`src/rtl/dcram_arb_pkg.sv`:
```
// Shared types for the data-cache RAM port arbiter: fill FSM states, grant
// sources and bank-select encodings.
package dcram_arb_pkg;

  typedef enum logic [1:0] {
    ST_IDLE = 2'd0,
    ST_FILL = 2'd1,
    ST_DONE = 2'd2
  } fill_state_e;

  typedef enum logic [1:0] {
    SRC_NONE = 2'd0,
    SRC_FILL = 2'd1,
    SRC_STB  = 2'd2,
    SRC_PIPE = 2'd3
  } grant_src_e;

  localparam logic [1:0] BANK_NONE = 2'b00;
  localparam logic [1:0] BANK_LO   = 2'b01;
  localparam logic [1:0] BANK_HI   = 2'b10;
  localparam logic [1:0] BANK_BOTH = 2'b11;

  // A 32-bit store lands in the high word bank when byte address bit 2 is set.
  function automatic logic [1:0] store_bank(input logic addr_bit2);
    return addr_bit2 ? BANK_HI : BANK_LO;
  endfunction

endpackage

```
`src/rtl/dcram_arb_if.sv`:
```
// Requester and RAM-command bundle between the cache front end and dcram_arb.
interface dcram_arb_if #(parameter int ADDR_W = 14);

  logic              pipe_req;
  logic [ADDR_W-1:0] pipe_addr;
  logic              pipe_gnt;

  logic              stb_req;
  logic [ADDR_W-1:0] stb_addr;
  logic [31:0]       stb_data;
  logic [3:0]        stb_be;
  logic              stb_gnt;

  logic              fill_start;
  logic [ADDR_W-1:0] fill_addr;
  logic              fill_valid;
  logic [63:0]       fill_data;
  logic              fill_busy;
  logic              fill_done;

  logic [ADDR_W-1:0] dc_addr;
  logic [1:0]        dc_bank_sel;
  logic [3:0]        dc_we;
  logic [63:0]       dc_data;
  logic              dc_bypass;

  modport master (
    output pipe_req, pipe_addr,
    output stb_req, stb_addr, stb_data, stb_be,
    output fill_start, fill_addr, fill_valid, fill_data,
    input  pipe_gnt, stb_gnt, fill_busy, fill_done,
    input  dc_addr, dc_bank_sel, dc_we, dc_data, dc_bypass
  );

  modport slave (
    input  pipe_req, pipe_addr,
    input  stb_req, stb_addr, stb_data, stb_be,
    input  fill_start, fill_addr, fill_valid, fill_data,
    output pipe_gnt, stb_gnt, fill_busy, fill_done,
    output dc_addr, dc_bank_sel, dc_we, dc_data, dc_bypass
  );

endinterface

```
`src/rtl/dcram_fill_seq.sv`:
```
// Line-fill sequencer: tracks the burst, counts beats and generates the
// RAM row address of the beat currently on fill_data.
module dcram_fill_seq
  import dcram_arb_pkg::*;
#(
  parameter int ADDR_W     = 14,
  parameter int LINE_BEATS = 2
) (
  input  logic              clk,
  input  logic              reset,
  input  logic              fill_start,
  input  logic [ADDR_W-1:0] fill_addr,
  input  logic              fill_valid,
  output logic              beat_wr,
  output logic [ADDR_W-1:0] beat_addr,
  output logic              fill_busy,
  output logic              fill_done
);

  localparam int BEAT_W = (LINE_BEATS > 1) ? $clog2(LINE_BEATS) : 1;
  localparam logic [BEAT_W-1:0] LAST_BEAT = BEAT_W'(LINE_BEATS - 1);

  fill_state_e       state;
  logic [ADDR_W-1:0] base;
  logic [BEAT_W-1:0] beat;

  assign beat_wr   = (state == ST_FILL) && fill_valid;
  assign beat_addr = base + (ADDR_W'(beat) << 3);

  // busy/done are registered next to the state so the arbiter sees clean flops.
  always_ff @(posedge clk) begin
    if (reset) begin
      state     <= ST_IDLE;
      base      <= '0;
      beat      <= '0;
      fill_busy <= 1'b0;
      fill_done <= 1'b0;
    end else begin
      case (state)
        ST_IDLE: begin
          fill_done <= 1'b0;
          if (fill_start) begin
            state     <= ST_FILL;
            base      <= fill_addr;
            beat      <= '0;
            fill_busy <= 1'b1;
          end
        end
        ST_FILL: begin
          if (fill_valid) begin
            beat <= beat + 1'b1;
            if (beat == LAST_BEAT) begin
              state     <= ST_DONE;
              fill_done <= 1'b1;
            end
          end
        end
        ST_DONE: begin
          state     <= ST_IDLE;
          fill_busy <= 1'b0;
          fill_done <= 1'b0;
        end
        default: begin
          state     <= ST_IDLE;
          fill_busy <= 1'b0;
          fill_done <= 1'b0;
        end
      endcase
    end
  end

endmodule

```
`src/rtl/dcram_arb.sv`:
```
// Data-cache RAM port arbiter: picks one of fill beat, store drain or
// pipeline read each cycle and registers the resulting RAM command.
module dcram_arb
  import dcram_arb_pkg::*;
#(
  parameter int ADDR_W     = 14,
  parameter int LINE_BEATS = 2,
  parameter int STARVE_MAX = 4
) (
  input  logic clk,
  input  logic reset,
  dcram_arb_if.slave bus
);

  localparam int STARVE_W = $clog2(STARVE_MAX + 1);
  localparam logic [STARVE_W-1:0] STARVE_LIM = STARVE_W'(STARVE_MAX);

  logic              beat_wr;
  logic [ADDR_W-1:0] beat_addr;
  logic              fill_busy;
  logic              fill_done;

  logic [STARVE_W-1:0] starve;
  grant_src_e          src;
  logic                stb_ok;
  logic                bypass_hit;

  logic [ADDR_W-1:0] addr_q;
  logic [1:0]        bank_q;
  logic [3:0]        we_q;
  logic [63:0]       data_q;
  logic              bypass_q;

  dcram_fill_seq #(
    .ADDR_W     (ADDR_W),
    .LINE_BEATS (LINE_BEATS)
  ) u_fill_seq (
    .clk        (clk),
    .reset      (reset),
    .fill_start (bus.fill_start),
    .fill_addr  (bus.fill_addr),
    .fill_valid (bus.fill_valid),
    .beat_wr    (beat_wr),
    .beat_addr  (beat_addr),
    .fill_busy  (fill_busy),
    .fill_done  (fill_done)
  );

  // Stores stay out for the whole fill so no store can land inside the line being filled.
  always_comb begin
    stb_ok     = bus.stb_req && !fill_busy;
    bypass_hit = beat_wr && bus.pipe_req &&
                 (bus.pipe_addr[ADDR_W-1:3] == beat_addr[ADDR_W-1:3]);
    src        = SRC_NONE;
    if (beat_wr)
      src = SRC_FILL;
    else if (stb_ok && (starve == STARVE_LIM))
      src = SRC_STB;
    else if (bus.pipe_req)
      src = SRC_PIPE;
    else if (stb_ok)
      src = SRC_STB;
  end

  assign bus.pipe_gnt  = (src == SRC_PIPE) || bypass_hit;
  assign bus.stb_gnt   = (src == SRC_STB);
  assign bus.fill_busy = fill_busy;
  assign bus.fill_done = fill_done;

  always_ff @(posedge clk) begin
    if (reset) begin
      addr_q   <= '0;
      bank_q   <= BANK_NONE;
      we_q     <= '0;
      data_q   <= '0;
      bypass_q <= 1'b0;
    end else begin
      case (src)
        SRC_FILL: begin
          addr_q   <= beat_addr;
          bank_q   <= BANK_BOTH;
          we_q     <= 4'b1111;
          data_q   <= bus.fill_data;
          bypass_q <= bypass_hit;
        end
        SRC_STB: begin
          addr_q   <= bus.stb_addr;
          bank_q   <= store_bank(bus.stb_addr[2]);
          we_q     <= bus.stb_be;
          data_q   <= {bus.stb_data, bus.stb_data};
          bypass_q <= 1'b0;
        end
        SRC_PIPE: begin
          addr_q   <= bus.pipe_addr;
          bank_q   <= BANK_BOTH;
          we_q     <= 4'b0000;
          bypass_q <= 1'b0;
        end
        default: begin
          bank_q   <= BANK_NONE;
          we_q     <= 4'b0000;
          bypass_q <= 1'b0;
        end
      endcase
    end
  end

  // Starvation count freezes during a fill since stores cannot be served then anyway.
  always_ff @(posedge clk) begin
    if (reset)
      starve <= '0;
    else if (!fill_busy) begin
      if (src == SRC_STB)
        starve <= '0;
      else if (bus.stb_req && (starve != STARVE_LIM))
        starve <= starve + 1'b1;
    end
  end

  assign bus.dc_addr     = addr_q;
  assign bus.dc_bank_sel = bank_q;
  assign bus.dc_we       = we_q;
  assign bus.dc_data     = data_q;
  assign bus.dc_bypass   = bypass_q;

endmodule
```
`src/flat_wrapper.sv`:
```
// flat-port wrapper written by rule: the top's interface ports become plain ports
module dcram_arb_flat import dcram_arb_pkg::*;
#(
  parameter int ADDR_W     = 14,
  parameter int LINE_BEATS = 2,
  parameter int STARVE_MAX = 4
)
  (clk, reset, bus_pipe_req, bus_pipe_addr, bus_stb_req, bus_stb_addr, bus_stb_data, bus_stb_be, bus_fill_start, bus_fill_addr, bus_fill_valid, bus_fill_data, bus_pipe_gnt, bus_stb_gnt, bus_fill_busy, bus_fill_done, bus_dc_addr, bus_dc_bank_sel, bus_dc_we, bus_dc_data, bus_dc_bypass);
  dcram_arb_if #(.ADDR_W(ADDR_W)) bus_i ();
  input  logic clk;
  input  logic reset;
  input wire logic [$bits(bus_i.pipe_req)-1:0] bus_pipe_req;
  input wire logic [$bits(bus_i.pipe_addr)-1:0] bus_pipe_addr;
  input wire logic [$bits(bus_i.stb_req)-1:0] bus_stb_req;
  input wire logic [$bits(bus_i.stb_addr)-1:0] bus_stb_addr;
  input wire logic [$bits(bus_i.stb_data)-1:0] bus_stb_data;
  input wire logic [$bits(bus_i.stb_be)-1:0] bus_stb_be;
  input wire logic [$bits(bus_i.fill_start)-1:0] bus_fill_start;
  input wire logic [$bits(bus_i.fill_addr)-1:0] bus_fill_addr;
  input wire logic [$bits(bus_i.fill_valid)-1:0] bus_fill_valid;
  input wire logic [$bits(bus_i.fill_data)-1:0] bus_fill_data;
  output wire logic [$bits(bus_i.pipe_gnt)-1:0] bus_pipe_gnt;
  output wire logic [$bits(bus_i.stb_gnt)-1:0] bus_stb_gnt;
  output wire logic [$bits(bus_i.fill_busy)-1:0] bus_fill_busy;
  output wire logic [$bits(bus_i.fill_done)-1:0] bus_fill_done;
  output wire logic [$bits(bus_i.dc_addr)-1:0] bus_dc_addr;
  output wire logic [$bits(bus_i.dc_bank_sel)-1:0] bus_dc_bank_sel;
  output wire logic [$bits(bus_i.dc_we)-1:0] bus_dc_we;
  output wire logic [$bits(bus_i.dc_data)-1:0] bus_dc_data;
  output wire logic [$bits(bus_i.dc_bypass)-1:0] bus_dc_bypass;
  assign bus_i.pipe_req = bus_pipe_req;
  assign bus_i.pipe_addr = bus_pipe_addr;
  assign bus_i.stb_req = bus_stb_req;
  assign bus_i.stb_addr = bus_stb_addr;
  assign bus_i.stb_data = bus_stb_data;
  assign bus_i.stb_be = bus_stb_be;
  assign bus_i.fill_start = bus_fill_start;
  assign bus_i.fill_addr = bus_fill_addr;
  assign bus_i.fill_valid = bus_fill_valid;
  assign bus_i.fill_data = bus_fill_data;
  assign bus_pipe_gnt = bus_i.pipe_gnt;
  assign bus_stb_gnt = bus_i.stb_gnt;
  assign bus_fill_busy = bus_i.fill_busy;
  assign bus_fill_done = bus_i.fill_done;
  assign bus_dc_addr = bus_i.dc_addr;
  assign bus_dc_bank_sel = bus_i.dc_bank_sel;
  assign bus_dc_we = bus_i.dc_we;
  assign bus_dc_data = bus_i.dc_data;
  assign bus_dc_bypass = bus_i.dc_bypass;
  dcram_arb #(.ADDR_W(ADDR_W), .LINE_BEATS(LINE_BEATS), .STARVE_MAX(STARVE_MAX)) u_core (.clk(clk), .reset(reset), .bus(bus_i));
endmodule
```
`config.mk`:
```
export PLATFORM = sky130hd
export DESIGN_NAME = dcram_arb_flat
export DESIGN_NICKNAME = d
export VERILOG_FILES = /design/src/rtl/dcram_arb_pkg.sv /design/src/rtl/dcram_arb_if.sv /design/src/rtl/dcram_fill_seq.sv /design/src/rtl/dcram_arb.sv /design/src/flat_wrapper.sv
export SDC_FILE = /design/constraint.sdc
export NUM_CORES = 1
export LEC_CHECK = 0
export CAP_MARGIN = 20
export CORE_MARGIN = 8
export CORE_UTILIZATION = 43
export CTS_BUF_LIST = sky130_fd_sc_hd__clkbuf_8
export DETAILED_ROUTE_END_ITERATION = 10
export GPL_TIMING_DRIVEN = 0
export PLACE_DENSITY_LB_ADDON = 0.25
export SLEW_MARGIN = 20
export SYNTH_ARGS = -nofsm -noshare
export SYNTH_HDL_FRONTEND = slang
export SYNTH_SLANG_ARGS = --single-unit
```
`constraint.sdc`:
```
create_clock -name clk -period 5.2 [get_ports clk]
set_clock_uncertainty 0.15 [all_clocks]
set_input_delay 1.56 -clock clk [delete_from_list [all_inputs] [get_ports clk]]
set_output_delay 1.56 -clock clk [all_outputs]
set_load 0.1 [all_outputs]
```
# Yosys cells after proc, flatten, opt, wreduce, memory -nomap -nowiden
# Cells that the tools add are included.
# totals
register_bits	107
latch_bits	0
mem_bits_rw	0
rom_bits	0
output_inout_bits	89
n_memories	0
# classes
add_sub_neg	3
n_mul	0
div	0
n_lt_le_gt_ge	0
eq_ne	10
shifts	0
muxes	20
n_bitwise	3
n_reduce_logical	22
# ops
cell	n
$pmux W64 S2	1
$pmux W14 S3	1
$mux W2	8
$add A14 B4 Y14	1
$eq A11 B11 Y1	1
$pmux W2 S2	2
$pmux W4 S2	1
$reduce_and A2 Y1	4
$logic_and A1 B1 Y1	6
$mux W3	2
$ne A2 B2 Y1 const B	3
$reduce_and A3 Y1	2
$reduce_bool A2 Y1	3
$reduce_or A2 Y1	3
$eq A2 B1 Y1 const B	2
$eq A2 B2 Y1 const B	2
$pmux W1 S2	2
$add A3 B1 Y3 const B	1
$eq A3 B3 Y1 const B	1
$mux W1	3
$ne A3 B3 Y1 const B	1
$not A1 Y1	3
$reduce_bool A3 Y1	1
$logic_not A2 Y1	1
other kinds (3)	3

# Longest topological paths before layout
# Gate-level depths: netlist (run 1).
# logic_depth
word_depth	9
depth_mapped	11
mapped_depth_nobuf	9

# By module
# Synthesis (run 1) repeated with hierarchy kept, for this count alone.
# hier_totals
hier_cells	531
area_unflattened_um2	4996.0
# modules_own_cells
mod	n_inst	cells_each	area_each_um2	seq_area_each_um2
dcram_arb	1	439	4080.2	1761.7
dcram_fill_seq	1	92	915.9	380.4

# Worst setup path before layout (run 1)
# No wires, ideal clock.
# synth_timing
path_kind	input -> output
from	input bus_stb_req
to	output bus_pipe_gnt
t_arrival_ps	3550
path_slack_ps	-60
path_stages	8
path_buffers	2
path_cell_list	nor2b_1 -> nand3_1 -> a21boi_0 -> inv_1 -> ha_1 -> clkbuf_1 -> clkbuf_1 -> nand2b_1
# synth_between
elab_chain_len	7
# synth_rtl
item	line_no	text
from (decl)	flat_wrapper.sv:14	input wire logic [$bits(bus_i.stb_req)-1:0] bus_stb_req;
$logic_and A1 B1 Y1 *	dcram_arb.sv:51	stb_ok = bus.stb_req && !fill_busy;
$mux W2	dcram_arb.sv:61	else if (stb_ok)
$mux W2	dcram_arb.sv:59	else if (bus.pipe_req)
$mux W2 *	dcram_arb.sv:57	else if (stb_ok && (starve == STARVE_LIM))
$mux W2 *	dcram_arb.sv:55	if (beat_wr)
$eq A2 B2 Y1 *	dcram_arb.sv:65	assign bus.pipe_gnt = (src == SRC_PIPE) || bypass_hit;
$logic_or A1 B1 Y1 *	dcram_arb.sv:65	
to (decl)	flat_wrapper.sv:22	output wire logic [$bits(bus_i.pipe_gnt)-1:0] bus_pipe_gnt;
# Every way passes the cells marked *; elsewhere a longest branch is shown, timed or not.

# Worst setup path in the final report (run 1)
# layout_timing
from	input bus_stb_req
to	output bus_stb_gnt
# layout_between
elab_chain_len	6
# layout_rtl
item	line_no	text
$logic_and A1 B1 Y1 *	dcram_arb.sv:51	
$mux W2	dcram_arb.sv:61	
$mux W2	dcram_arb.sv:59	
$mux W2 *	dcram_arb.sv:57	
$mux W2 *	dcram_arb.sv:55	
$eq A2 B2 Y1 *	dcram_arb.sv:66	assign bus.stb_gnt = (src == SRC_STB);
to (decl)	flat_wrapper.sv:23	output wire logic [$bits(bus_i.stb_gnt)-1:0] bus_stb_gnt;
# Marks and branches as above.

==> results of run 1 <==
[final timing paths]
check,end,from,depth (start not counted),slack [ns]
worst max-delay path,bus_stb_gnt,bus_stb_req,7,0.05
worst min-delay path,u_core.u_fill_seq.base[3]$_SDFFE_PP0P_,u_core.u_fill_seq.base[3]$_SDFFE_PP0P_,2,0.32
worst min register to register,u_core.u_fill_seq.base[3]$_SDFFE_PP0P_,u_core.u_fill_seq.base[3]$_SDFFE_PP0P_,2,0.32
worst max register to register,u_core.bus.dc_addr[5]$_SDFFE_PP0P_,u_core.u_fill_seq.state[1]$_SDFFE_PP0P_,10,2.09
[routing by layer]
layer,wire length [um],vias up,share of wire
met5,0,-,0
met3,1450,44,0.077
met2,9160,214,0.49
met1,7500,2505,0.40
li1,-,2528,-
met4,698,0,0.037
[cell families (layout without fill, tap and decap cells)]
group                    count (synthesis)  in the layout
multiplexers                            65             65
XOR/XNOR                                22             22
buffers and inverters                   69            323
AO/OA/AOI/OAI                          130            130
adder cells (fa/ha/maj)                  8              8
AND/OR/NAND/NOR                        165            165
flip-flops                             107            107
[registers in the layout, indices dropped and copies added (netlist names), 2 cells and up]
signal	flops
u_core.bus.dc_addr	14
u_core.bus.dc_bank_sel	2
u_core.bus.dc_data	64
u_core.bus.dc_we	4
u_core.starve	3
u_core.u_fill_seq.base	14
u_core.u_fill_seq.state	2
[through the flow]
step                cells  utilization  hold slack (ns)  setup TNS [ns]  cell area (um2)
finish                967        0.674            0.318               0             7990
global route          967        0.674            0.350         -0.0409             7990
CTS                   962        0.667            0.315          -0.122             7920
detailed placement    948        0.648            0.302           -2.55             7690
global placement      948        0.648            0.297           -2.39             7690
floorplan             566            -            0.287               0             5150
[worst max-delay path: stages]
cell and delay (ns):
clkdlybuf4s50_1 0.49, nor2b_4 0.19, nand3_2 0.12, a21boi_4 0.22
buf_4 0.14, ha_1 0.15, clkdlybuf4s15_2 0.57
[Yosys cell counts (all sizes together) (3+ instances only)]
library cell and instances:
xor2 9, nand4 3, xnor2 11, nor2b 4, nand2b 8, a211oi 67, dfxtp 107, nand2 47
nor3b 5, nor3 6, nand3 5, ha 8, and3 3, nor2 78, a221oi 28, inv 20
o21ai 3, a21oi 23, buf 15, mux2i 65, clkbuf 34
[power by group]
group / total, W / internal (W) / switching, W
Sequential: 0.000971 / 0.000914 / 0.0000568
Clock: 0.000555 / 0.000277 / 0.000278
Combinational: 0.00131 / 0.000381 / 0.000932
Total: 0.00284 / 0.00157 / 0.00127
[layout make-up]
type / instances / area share
inverters: 20 / 0.00939
multi-input cells: 390 / 0.346
clock buffers: 10 / 0.0172
clock inverters: 5 / 0.00892
flip-flops and latches: 107 / 0.268
well taps: 147 / 0.0230
plain buffers: 47 / 0.0249
repair buffers: 241 / 0.302
[timing repair]
| action | CTS | global route |
|---|---|---|
| setup buffers | 0 | 6 |
| endpoints found under the setup margin | 2 | 1 |
| resized for setup | 17 | 11 |
| pin swaps | 1 | 4 |
==> impl_metrics.json, run 1 <==
{
  "syn_nets": 722,
  "wl_per_cell_um": 19.5,
  "grt_max_degree": 16,
  "avgSynthCellArea_um2": 9.10,
  "clk_pin_slew_worst_paths_ns": 0.09,
  "synthCells": 566,
  "critPathArrivalTime_ns": 3.44,
  "gp_congestion": 0.868,
  "max_freq_mhz": 194,
  "cts_hold_buf": 0,
  "path_class": "input pin to output port",
  "synth_edf_count": 0,
  "synth-seq-cells": 107,
  "hp-class": "flop to flop",
  "core_um2": 11900,
  "post-dp-hpwl_um": 15100,
  "grt_use_met2": 0.394,
  "synth_mux_area_frac": 0.126,
  "dp_slack_ns": -1.60,
  "synthAdderAreaFrac": 0.0194,
  "worst_setup_path_end_kind": "output port",
  "finalSetupViolations": 0,
  "synth-simple-area-share": 0.153,
  "ys.flop_type": "dfxtp_1",
  "grt_pass1_vias": 5492,
  "io_pins": 237,
  "synth_top_cell_by_area": "dfxtp_1",
  "ys_seq_area_frac": 0.416,
  "grtUsageMet1": 0.260,
  "layout-drive-gt1-share": 0.0610,
  "vias": 5291,
  "drcViolationCount": 0,
  "max_slew_margin": 0.306,
  "total_power_w": 0.00284,
  "path_max_fanout": 4,
  "std_cell_rows": 40,
  "synth_top_family_by_area": "compound AO/OA/AOI/OAI gates",
  "grt_antenna_before_repair": 0,
  "cts_tree": "built",
  "ys.warnings.count": 0,
  "cp.required_ns": 3.49,
  "final_common_cell": "clkdlybuf4s50_1",
  "startpoint_type": "input pin",
  "ant_nets": 0,
  "power_density_nw_per_um2": 355,
  "grt_pass1_wl_um": 29200,
  "synth_top_area_share": 0.416,
  "fin_nets": 972,
  "port_buffers": 235,
  "n_antenna_cell": 0,
  "multiInputGateArea_um2": 2770,
  "most-common-layout-cells": "clkdlybuf4s50_1, dfxtp_1, nor2_1, a211oi_1, mux2i_1",
  "report.final.hold_viol_count": 0,
  "routed_via_density": 5.47,
  "synth_compound_area_frac": 0.187,
  "initial_utilization": 0.434,
  "drt_pre_antenna_iters": 5,
  "synth_cell_types": 47,
  "synth_area_leaders": "dfxtp_1, mux2i_1, a211oi_1",
  "cts_buffer_depth": 2,
  "fin_crit_sh": 0.991,
  "cts-htree-levels": 3,
  "synthArstFlopShare": 0,
  "numCtsBuffers": 9,
  "period_minus_slack_ns": 5.15,
  "use_met3": 0.0735,
  "root_buffer": "clkbuf_8",
  "seq_area_um2": 2140,
  "grt_use_total": 0.233,
  "drv_slew": 0,
  "die_x_um": 125,
  "cts.sinks": 107,
  "irDropWorstVdd_mv": 0.205,
  "setup_ws_ns": 0.0474,
  "worst_pin_slew_ns": 1.04,
  "fill_cells": 991,
  "leakage_nw": 2.98,
  "synth-xor-area-share": 0.0428,
  "area_growth_pct": 55.3,
  "cap_viol_max_count": 0,
  "die_h_um": 125,
  "netlist_area_um2": 5150,
  "globalRoute.busiestLayer": "met2",
  "drt-initial-drc-count": 371,
  "clk_latency_ns": 0.38,
  "status": "finished clean",
  "drt-total-wl_um": 18800,
  "die_area_um2": 15700,
  "grt-ovfl-total": 0
}
(Power assumes the default switching activity.)
==> inputs of run 2 (changes only) <==
--- a/config.mk
+++ b/config.mk
@@ -5,7 +5,6 @@
 export SDC_FILE = /design/constraint.sdc
 export NUM_CORES = 1
 export LEC_CHECK = 0
-export CAP_MARGIN = 20
 export CORE_MARGIN = 8
 export CORE_UTILIZATION = 43
 export CTS_BUF_LIST = sky130_fd_sc_hd__clkbuf_8
==> constraint.sdc (replaced) <==
create_clock -name clk -period 4.75 [get_ports clk]
set_clock_uncertainty 0.15 [all_clocks]
set_input_delay 1.425 -clock clk [delete_from_list [all_inputs] [get_ports clk]]
set_output_delay 1.425 -clock clk [all_outputs]
set_load 0.1 [all_outputs]
==> impl_metrics.json, run 2 (synthesis gave the netlist of run 1 again) <==
{
  "cts_buffer_depth": 2,
  "clk_latency_ns": 0.38,
  "layout-drive-gt1-share": 0.0622,
  "slowest_delay_ns": 0.29,
  "irDropWorstVdd_mv": 0.362,
  "hp-class": "flop to flop",
  "clk_pin_slew_worst_paths_ns": 0.09,
  "most-common-layout-cells": "clkdlybuf4s50_1, dfxtp_1, nor2_1, a211oi_1, mux2i_1",
  "drt-initial-drc-count": 318,
  "n_antenna_cell": 0,
  "grt_pass1_vias": 5546,
  "io_pins": 237,
  "cts.sinks": 107,
  "crit_buf_inv": 2,
  "drv_slew": 0,
  "grt_max_degree": 16,
  "finalSetupViolations": 0,
  "drt_pre_antenna_iters": 5,
  "cpMaxStageDelayCell": "dlygate4sd2_1",
  "wl_per_cell_um": 19.2,
  "period_minus_slack_ns": 4.66,
  "timing.hold.ws_ns": 0.311,
  "drt-total-wl_um": 18500,
  "final_common_cell": "clkdlybuf4s50_1",
  "leakage_nw": 2.95,
  "cp.required_ns": 3.17,
  "die_area_um2": 15700,
  "core_um2": 11900,
  "root_buffer": "clkbuf_8",
  "power_density_nw_per_um2": 379,
  "startpoint_type": "input pin",
  "cts_tree": "built",
  "critPathArrivalTime_ns": 3.08,
  "post-dp-hpwl_um": 14800,
  "grt_antenna_before_repair": 0,
  "grt_pass1_wl_um": 28500,
  "fin_crit_sh": 0.980,
  "critical-path-top-delay-family": "compound AO/OA/AOI/OAI gates",
  "numCtsBuffers": 9,
  "grt-ovfl-total": 0,
  "routed_via_density": 5.46,
  "worst_setup_path_end_kind": "output port",
  "grt_use_total": 0.226,
  "rsz0062_at_grt": "true",
  "cap_viol_max_count": 0,
  "status": "finished clean",
  "total_power_w": 0.00301,
  "drcViolationCount": 0,
  "vias": 5277,
  "fin_nets": 971,
  "port_buffers": 235,
  "die_x_um": 125,
  "area_growth_pct": 54.5,
  "std_cell_rows": 40,
  "initial_utilization": 0.434,
  "report.final.hold_viol_count": 0,
  "path_max_fanout": 4,
  "die_h_um": 125,
  "gp_congestion": 0.894,
  "ant_nets": 0,
  "max_freq_mhz": 215,
  "worst_pin_slew_ns": 1.04,
  "largest_reg_flops": 64,
  "max_slew_margin": 0.305,
  "path_class": "input pin to output port",
  "cts-htree-levels": 3,
  "crit_chain": "dlygate4sd2_1, nor2b_1, a211oi_2, o2111ai_2, a2111oi_4, nand4_1, nand2b_4, buf_12"
}
[run 2: changes by cell type in the layout (fill, tap and decap cells not counted), moves of 2 or more]
cell	before	now
clkinv_2	0	2
dlymetal6s2s_1	3	1
bufinv_16	2	0
dlygate4sd2_1	0	2
clkdlybuf4s50_1	230	228
[run 2: layer usage]
layer,global-route usage,share of wire,wire (um)
met5,0,0,0
met4,0.0974,0.034,633
met3,0.0841,0.079,1470
met2,0.394,0.49,9150
met1,0.241,0.39,7270
[run 2: through the flow]
step                      utilization  worst slack, ns  cells  cell area [um2]  TNS [ns]
after floorplan                     -            0.109    566             5160         0
after global placement          0.649            -1.61    948             7690     -3.01
after detailed placement        0.649            -1.70    948             7690     -4.06
after CTS                       0.668          -0.0470    967             7920   -0.0470
after global routing            0.670          -0.0234    967             7950   -0.0234
final                           0.670           0.0941    967             7950         0
[run 2: worst register-to-register path: cells and delay by family (launching register included)]
kind	cells	cell delay, ns
AOI/OAI and AO/OA	2	0.44
adders and majority gates	1	0.21
buffers and inverters	4	1.02
DFF	1	0.39
and+or+nand+nor	3	0.84
[run 2: area by class of cell]
cell class	instances	area (um2)
timing repair buffer	240	2400
inverter	20	75.1
multi-input combinational	390	2780
buffer	47	199
fill	964	3910
clock buffer	11	151
tap	147	184
sequential	107	2140
clock inverter	5	21.3
[run 2: worst paths after layout]
kind | depth (start not counted) | from | slack [ns] | endpoint
worst max-delay path | 8 | bus_pipe_addr[9] | 0.09 | bus_pipe_gnt
worst min-delay path | 2 | u_core.u_fill_seq.base[2]$_SDFFE_PP0P_ | 0.31 | u_core.u_fill_seq.base[2]$_SDFFE_PP0P_
worst max register to register | 10 | u_core.u_fill_seq.state[1]$_SDFFE_PP0P_ | 1.61 | u_core.bus.dc_addr[9]$_SDFFE_PP0P_
worst min register to register | 2 | u_core.u_fill_seq.base[2]$_SDFFE_PP0P_ | 0.31 | u_core.u_fill_seq.base[2]$_SDFFE_PP0P_
[run 2: power breakdown]
| part | leakage [nW] | switching, W | internal, W | total, W |
|---|---|---|---|---|
| Clock | 0.103 | 0.000305 | 0.000213 | 0.000518 |
| Combinational | 1.96 | 0.00102 | 0.000415 | 0.00143 |
| Sequential | 0.886 | 0.0000617 | 0.00100 | 0.00106 |
| Total | 2.95 | 0.00139 | 0.00163 | 0.00301 |
[run 2: timing repair]
action	CTS	global route
buffers inserted	4	1
endpoints found under the setup margin	2	2
pin swaps	5	2
cloned	0	0
hold buffers	0	0
resized for setup	31	5
